<file path="config.mk">
export PLATFORM = sky130hd
export DESIGN_NAME = slurm16_memory_arbiter
export DESIGN_NICKNAME = d
export VERILOG_FILES = /design/src/rtl/slurm16_mem_pkg.sv /design/src/rtl/slurm16_bank_arbiter.sv /design/src/rtl/slurm16_memory_arbiter.sv
export SDC_FILE = /design/constraint.sdc
export NUM_CORES = 1
export LEC_CHECK = 0
export ABC_AREA = 0
export CAP_MARGIN = 10
export CELL_PAD_IN_SITES_DETAIL_PLACEMENT = 2
export CELL_PAD_IN_SITES_GLOBAL_PLACEMENT = 2
export CORE_MARGIN = 8
export CORE_UTILIZATION = 14
export DETAILED_ROUTE_END_ITERATION = 16
export GPL_TIMING_DRIVEN = 0
export PLACE_DENSITY = 0.85
export SLEW_MARGIN = 10
export SYNTH_ARGS = -nofsm -noshare
export SYNTH_HDL_FRONTEND = slang
export SYNTH_SLANG_ARGS = --single-unit
</file>
<file path="constraint.sdc">
create_clock -name CLK -period 2.7 [get_ports CLK]
set_input_delay 0.675 -clock CLK [delete_from_list [all_inputs] [get_ports CLK]]
set_output_delay 0.675 -clock CLK [all_outputs]
set_load 0.05 [all_outputs]
</file>
<file path="src/rtl/slurm16_mem_pkg.sv">
// Shared widths and requester encoding for the SLURM16 four-bank memory arbiter.
package slurm16_mem_pkg;

  localparam int unsigned NUM_BANKS = 4;
  localparam int unsigned NUM_REQ   = 4;
  localparam int unsigned BANK_AW   = 14;
  localparam int unsigned BANK_IW   = 2;
  localparam int unsigned DW        = 16;

  // Enumerator order is also the fixed priority order, highest first.
  typedef enum logic [1:0] {
    REQ_SPRITE = 2'd0,
    REQ_BG0    = 2'd1,
    REQ_FL     = 2'd2,
    REQ_CPU    = 2'd3
  } req_e;

endpackage

</file>
<file path="src/rtl/slurm16_bank_arbiter.sv">
// Fixed-priority arbiter for one RAM bank: picks the lowest-indexed requester
// that addresses this bank and drives the bank port from it.
module slurm16_bank_arbiter
  import slurm16_mem_pkg::*;
(
  input  logic [BANK_IW-1:0]              bank_idx,
  input  logic [NUM_REQ-1:0]              req_valid,
  input  logic [NUM_REQ-1:0]              req_wr,
  input  logic [NUM_REQ-1:0][BANK_IW-1:0] req_bank,
  input  logic [NUM_REQ-1:0][BANK_AW-1:0] req_addr,
  input  logic [NUM_REQ-1:0][DW-1:0]      req_din,
  input  logic [NUM_REQ-1:0][1:0]         req_mask,
  output logic [BANK_AW-1:0]              bank_addr,
  output logic [DW-1:0]                   bank_din,
  output logic [1:0]                      bank_mask,
  output logic                            bank_wr,
  output logic [NUM_REQ-1:0]              grant
);

  logic found;

  always_comb begin
    grant     = '0;
    bank_addr = '0;
    bank_din  = '0;
    bank_mask = '0;
    bank_wr   = 1'b0;
    found     = 1'b0;
    for (int i = 0; i < NUM_REQ; i++) begin
      if (!found && req_valid[i] && (req_bank[i] == bank_idx)) begin
        found     = 1'b1;
        grant[i]  = 1'b1;
        bank_addr = req_addr[i];
        // Reads leave data/mask/strobe at zero.
        if (req_wr[i]) begin
          bank_din  = req_din[i];
          bank_mask = req_mask[i];
          bank_wr   = 1'b1;
        end
      end
    end
  end

endmodule

</file>
<file path="src/rtl/slurm16_memory_arbiter.sv">
// Four-bank memory arbiter: per-bank fixed-priority grant, ready/data returned
// one cycle after the grant from the bank recorded at the grant edge.
module slurm16_memory_arbiter
  import slurm16_mem_pkg::*;
(
  input  logic        CLK,
  input  logic        RSTb,
  input  logic [15:0] sprite_memory_address,
  output logic [15:0] sprite_memory_data,
  input  logic        sprite_rvalid,
  output logic        sprite_rready,
  input  logic [15:0] bg0_memory_address,
  output logic [15:0] bg0_memory_data,
  input  logic        bg0_rvalid,
  output logic        bg0_rready,
  input  logic [15:0] fl_memory_address,
  input  logic [15:0] fl_memory_data,
  input  logic        fl_wvalid,
  output logic        fl_wready,
  input  logic [14:0] cpu_memory_address,
  input  logic [15:0] cpu_memory_data_in,
  output logic [15:0] cpu_memory_data,
  input  logic        cpu_wr,
  output logic        cpu_memory_success,
  input  logic [1:0]  cpu_wr_mask,
  output logic [13:0] B1_ADDR,
  input  logic [15:0] B1_DOUT,
  output logic [15:0] B1_DIN,
  output logic [1:0]  B1_MASK,
  output logic        B1_WR,
  output logic [13:0] B2_ADDR,
  input  logic [15:0] B2_DOUT,
  output logic [15:0] B2_DIN,
  output logic [1:0]  B2_MASK,
  output logic        B2_WR,
  output logic [13:0] B3_ADDR,
  input  logic [15:0] B3_DOUT,
  output logic [15:0] B3_DIN,
  output logic [1:0]  B3_MASK,
  output logic        B3_WR,
  output logic [13:0] B4_ADDR,
  input  logic [15:0] B4_DOUT,
  output logic [15:0] B4_DIN,
  output logic [1:0]  B4_MASK,
  output logic        B4_WR
);

  logic [NUM_REQ-1:0]                req_valid;
  logic [NUM_REQ-1:0]                req_wr;
  logic [NUM_REQ-1:0][BANK_IW-1:0]   req_bank;
  logic [NUM_REQ-1:0][BANK_AW-1:0]   req_addr;
  logic [NUM_REQ-1:0][DW-1:0]        req_din;
  logic [NUM_REQ-1:0][1:0]           req_mask;

  logic [NUM_BANKS-1:0][BANK_AW-1:0] bank_addr;
  logic [NUM_BANKS-1:0][DW-1:0]      bank_din;
  logic [NUM_BANKS-1:0][1:0]         bank_mask;
  logic [NUM_BANKS-1:0]              bank_wr;
  logic [NUM_BANKS-1:0][NUM_REQ-1:0] bank_grant;
  logic [NUM_BANKS-1:0][DW-1:0]      bank_dout;

  logic [NUM_REQ-1:0]                grant_any;
  logic [NUM_REQ-1:0]                granted_q;
  logic [NUM_REQ-1:0][BANK_IW-1:0]   bank_q;
  logic [NUM_REQ-1:0][DW-1:0]        rdata;

  // Packed vectors are indexed by req_e; the CPU has no valid and always requests.
  assign req_valid = {1'b1, fl_wvalid, bg0_rvalid, sprite_rvalid};
  assign req_wr    = {cpu_wr, 1'b1, 1'b0, 1'b0};
  assign req_bank  = {{1'b0, cpu_memory_address[14]}, fl_memory_address[15:14],
                      bg0_memory_address[15:14], sprite_memory_address[15:14]};
  assign req_addr  = {cpu_memory_address[13:0], fl_memory_address[13:0],
                      bg0_memory_address[13:0], sprite_memory_address[13:0]};
  assign req_din   = {cpu_memory_data_in, fl_memory_data, 16'h0000, 16'h0000};
  assign req_mask  = {cpu_wr_mask, 2'b11, 2'b00, 2'b00};

  for (genvar b = 0; b < NUM_BANKS; b++) begin : g_bank
    slurm16_bank_arbiter u_bank_arbiter (
      .bank_idx  (BANK_IW'(b)),
      .req_valid (req_valid),
      .req_wr    (req_wr),
      .req_bank  (req_bank),
      .req_addr  (req_addr),
      .req_din   (req_din),
      .req_mask  (req_mask),
      .bank_addr (bank_addr[b]),
      .bank_din  (bank_din[b]),
      .bank_mask (bank_mask[b]),
      .bank_wr   (bank_wr[b]),
      .grant     (bank_grant[b])
    );
  end

  always_comb begin
    grant_any = '0;
    for (int b = 0; b < NUM_BANKS; b++) begin
      grant_any = grant_any | bank_grant[b];
    end
  end

  always_ff @(posedge CLK) begin
    if (RSTb) begin
      granted_q <= '0;
      bank_q    <= '0;
    end else begin
      granted_q <= grant_any;
      bank_q    <= req_bank;
    end
  end

  assign bank_dout = {B4_DOUT, B3_DOUT, B2_DOUT, B1_DOUT};

  always_comb begin
    rdata = '0;
    for (int r = 0; r < NUM_REQ; r++) begin
      if (granted_q[r]) rdata[r] = bank_dout[bank_q[r]];
    end
  end

  assign sprite_rready      = granted_q[REQ_SPRITE];
  assign bg0_rready         = granted_q[REQ_BG0];
  assign fl_wready          = granted_q[REQ_FL];
  assign cpu_memory_success = granted_q[REQ_CPU];
  assign sprite_memory_data = rdata[REQ_SPRITE];
  assign bg0_memory_data    = rdata[REQ_BG0];
  assign cpu_memory_data    = rdata[REQ_CPU];

  // Write strobes are suppressed while reset is held; address/data still follow arbitration.
  assign B1_ADDR = bank_addr[0];
  assign B1_DIN  = bank_din[0];
  assign B1_MASK = bank_mask[0];
  assign B1_WR   = bank_wr[0] & ~RSTb;
  assign B2_ADDR = bank_addr[1];
  assign B2_DIN  = bank_din[1];
  assign B2_MASK = bank_mask[1];
  assign B2_WR   = bank_wr[1] & ~RSTb;
  assign B3_ADDR = bank_addr[2];
  assign B3_DIN  = bank_din[2];
  assign B3_MASK = bank_mask[2];
  assign B3_WR   = bank_wr[2] & ~RSTb;
  assign B4_ADDR = bank_addr[3];
  assign B4_DIN  = bank_din[3];
  assign B4_MASK = bank_mask[3];
  assign B4_WR   = bank_wr[3] & ~RSTb;

endmodule

</file>
* After elaboration in Yosys (flattened, before gate mapping)
Index checks and enable logic that the tools add are counted.
** Word-level totals
- Register bits after elaboration :: 10
- Input port bits :: 167
- Output and inout bits :: 184
- Word-level logic and storage cells :: 124
** Cells by class
- $lt $le $gt $ge :: 3
- Eq/ne operators :: 9
- Multiplexer cells :: 63
- Bitwise logic cells :: 8
- Reductions and logical operators :: 36
** Operator list (number)
- 16-bit 2-to-1 mux :: 14
- 14-bit 2-to-1 mux :: 14
- 16-bit binary-select mux with 2-bit select :: 3
- 1-bit 2-to-1 mux :: 24
- 1-bit logical AND :: 22
- 2-bit 2-to-1 mux :: 8
- 2-bit == test, second input constant :: 6
- 1-bit logical NOT :: 10
- 2-bit by 3-bit less-than comparator with 1-bit output, second input constant :: 3
- 2-bit logical NOT :: 4
- 4-bit by 3-bit OR with 4-bit output :: 2
- 2-bit by 1-bit == test with 1-bit output, second input constant :: 3
- 1-bit bitwise AND :: 4
- 4-bit OR :: 1
- 1-bit inverter :: 1

* Depth between registers and ports, before layout
- Depth in word-level cells :: 17
- Mapped depth :: 8
- Gate-level depth less buffers :: 4

* Modules after synthesis
From an unflattened synthesis, not the netlist that was laid out.
** Unflattened totals
- Cell total of the unflattened synthesis :: 938
- Area, all modules :: 6193.4 um^2
** By module, submodules not included
- slurm16_bank_arbiter :: instances 4, cells an instance 190, area an instance 1143.6 um^2, seq. area each 0.0 um^2
- slurm16_memory_arbiter :: instances 1, cells an instance 178, area an instance 1619.1 um^2, seq. area each 180.2 um^2

* Worst setup path before layout
Ideal clock, no wire load.
- Path type :: input port to output port
- From :: in sprite_memory_address[15]
- To :: out B1_ADDR[10]
- Data arrival time :: 2536 ps
- Required time :: 2025 ps
- Setup slack :: -511 ps
- Stages on the path :: 7
- Buffers on the path :: 3
- Cells stage by stage :: buf_4 -> or3b_1 -> buf_2 -> nand3_1 -> clkbuf_1 -> nor2_1 -> o2bb2ai_1
** On the way
- Longest elaborated chain between the ends :: 14
- Elaborated cells between the ends (all ways) :: 17
- Those cells by class :: 7 x mux; 10 x reduce/logical
** Ends and longest elaborated chain
- start, declared :: line slurm16_memory_arbiter.sv:8 : input logic [15:0] sprite_memory_address,
- 2-bit logical NOT (*) :: line slurm16_bank_arbiter.sv:30 : if (!found && req_valid[i] && (req_bank[i] == bank_idx)) begin
- 1-bit logical AND (*) :: line slurm16_bank_arbiter.sv:30
- 1-bit 2-to-1 mux :: line slurm16_bank_arbiter.sv:30
- 1-bit logical NOT :: line slurm16_bank_arbiter.sv:30
- 1-bit logical AND (2 in series) :: line slurm16_bank_arbiter.sv:30
- 1-bit 2-to-1 mux :: line slurm16_bank_arbiter.sv:30
- 1-bit logical NOT :: line slurm16_bank_arbiter.sv:30
- 1-bit logical AND (2 in series) :: line slurm16_bank_arbiter.sv:30
- 1-bit 2-to-1 mux :: line slurm16_bank_arbiter.sv:30
- 1-bit logical NOT :: line slurm16_bank_arbiter.sv:30
- 1-bit logical AND :: line slurm16_bank_arbiter.sv:30
- 14-bit 2-to-1 mux (*) :: line slurm16_bank_arbiter.sv:30
- end, declared :: line slurm16_memory_arbiter.sv:26 : output logic [13:0] B1_ADDR,
Every way passes the cells marked *; elsewhere a longest branch is shown, timed or not.

* Final worst setup path
Same ends and word-level chain as after synthesis.

==> impl_metrics.yaml <==
outcome:
  status: "finished with violations"
  violations: "setup timing"
power:
  power.total_mw: 2.75
  irDropWorstVdd_mv: 0.148
  power.density_nw_per_um2: 268
  p_leak_nw: 4.50
job:
  drv_cap: 0
sta:
  rsz0062_at_grt: "true"
  finalCritPeriodShare_pct: 106
  worstMarginPinSlew_ns: 0.583
  slew-limit-headroom_pct: 61.0
  slew_viol_final: 0
  setup_slack_ns: -0.169
  setup_viol: 91
  period_minus_slack_ns: 2.87
  hold_viol_final: 0
  fin_setup_tns_ns: -6.86
  max_freq_ghz: 0.348
worst_setup_path:
  crit_type: "in -> out"
  crit_top_cell: "buf_12"
  cp-start-kind: "input port"
  max_stage_delay_ns: 0.44
  critical_path.top_delay_family: "simple AND/OR/NAND/NOR gates"
  end_kind: "primary output"
  critPathMaxFanout: 7
  crit_buf_inv: 3
  worstPathRequired_ns: 2.03
  slowest_stage: "or3b_4"
  crit_arrival_ns: 2.19
  worstPathCellList: "buf_12 -> or3b_4 -> and3_4 -> buf_12 -> a211oi_4 -> o2bb2ai_4 -> buf_8"
logic_synthesis:
  postSynthAreaPerCell_um2: 7.88
  synthCells: 484
  syn_area_um2: 3810
  synth_edf_count: 0
  ys_ff_latch: 9
  ys_types: 43
  seq_area_frac_synth_pct: 4.72
  ys_async_sr_fraction_pct: 0
  synth_warnings: 0
  synthFlopType: "dfxtp_1"
  synth_nets: 651
placed_design:
  hpwl_um: 26200
  port_buffers: 348
  routabilityCongestion: 0.850
min_path:
  holdCritPathClass: "in -> reg"
die:
  die_x_um: 181
  floorplan.initialDensity_pct: 14.2
  coreArea_um2: 26900
  num_rows: 60
  io_pins: 351
  dieHeight_um: 181
  die_area_um2: 32800
routing:
  postRouteAntennaNets: 0
  top_layer_used: "met4"
  wl_per_cell_um: 28.2
  drt-initial-drc-count: 194
  wl_met2_um: 18200
  dr_wl_met3_um: 2760
  drtPass1Iterations: 7
  viasPerCell: 4.82
  drt-total-wl_um: 34600
  met1Wirelength_um: 13000
  vias: 5933
  route.detailed.drc: 0
clock_network:
  ctsRootBufferMaster: "clkbuf_16"
  htreeDepth: 1
  clock_path_buffers: 2
  cts_buffers: 3
  clkSinkCount: 9
  cts_tree: "built"
  clkTransAtPathRegs_ns: 0.04
layout:
  final_common_cell: "clkdlybuf4s50_1"
  mostFrequentLayoutCells: "clkdlybuf4s50_1 (148), buf_8 (76), buf_4 (69)"
  diodes: 0
  num-nets-final: 1057
  syn2layout_area_growth_pct: 169
  multi_input_area_um2: 4400
  register_area_um2: 180
  n_fill_cell: 2843
  drive_gt1_share_pct: 54.8
global_route:
  grt_pass1_vias: 6953
  overflow: 0
  grt_pass1_wl_um: 49200
  track_usage_pct: 19.6
  grt_max_degree: 12
  antenna_found_initial: 1
-- power by group --
part / leakage [nW] / internal, mW / total [mW] / switching, mW
clock network: 0.0409 / 0.196 / 0.268 / 0.0721
registers: 0.0749 / 0.142 / 0.157 / 0.0153
logic: 4.38 / 1.04 / 2.32 / 1.28
total: 4.50 / 1.38 / 2.75 / 1.36
-- repair_timing --
| item | CTS | global route |
|---|---|---|
| setup buffers | 45 | 13 |
| cloned | 8 | 4 |
| pin swaps | 72 | 31 |
| resized for setup | 1352 | 152 |
| endpoints found under the hold margin | 0 | 0 |
| endpoints found under the setup margin | 180 | 147 |
| hold buffers | 0 | 0 |
-- routing by layer --
metal | vias to the layer above | global-route usage [%]
li1 | 2642 | -
met1 | 2979 | 20.9
met2 | 280 | 37.9
met3 | 32 | 5.90
met4 | 0 | 3.15
met5 | - | 0
-- registers in the layout, summed over array words and instances, names as in the netlist --
signal     count
bank_q         5
granted_q      4
-- worst paths after layout --
path / start / to / slack [ns] / depth (start not counted)
setup / recovery: sprite_memory_address[15] / B1_ADDR[10] / -0.17 / 7
hold / removal: bg0_rvalid / granted_q[1] / 0.69 / 3
-- cell usage after synthesis, drive strengths merged (16+ instances only) --
library cell	number	share of area (%)
clkbuf	26	2.6
nand2	62	6.1
inv	16	1.6
buf	32	5.4
nor2	25	2.7
mux2i	16	4.2
nor2b	24	3.9
a22o	46	11
and3	32	5.2
mux4	32	19
and2	49	8.0
-- cells by family after synthesis --
group / synth area share, %
XOR/XNOR: 0.459
flip-flops: 4.72
multiplexers: 23.1
AO/OA/AOI/OAI: 29.1
buffers and inverters: 9.51
AND/OR/NAND/NOR: 33.1
-- per-stage QoR --
step | area, µm² | instances | worst slack (ns) | hold WS [ns] | utilization, %
floorplan | 4370 | 484 | -0.196 | 0.747 | -
global route | 10300 | 1230 | -0.234 | 0.702 | 38.2
finish | 10300 | 1230 | -0.169 | 0.693 | 38.2
global placement | 8280 | 1173 | -2.18 | 0.941 | 30.8
detailed placement | 8290 | 1173 | -1.89 | 0.948 | 30.8
CTS | 9830 | 1225 | -0.219 | 0.657 | 36.6
-- layout make-up --
| cell class | count | area share (%) |
|---|---|---|
| timing repair buffer | 411 | 44.2 |
| clock inverter | 1 | 0.0488 |
| multi-input combinational | 401 | 42.8 |
| tap | 341 | 4.16 |
| sequential | 9 | 1.76 |
| clock buffer | 3 | 0.732 |
| buffer | 48 | 5.67 |
| inverter | 16 | 0.585 |
Note: power is estimated with default switching activity, not from simulation.
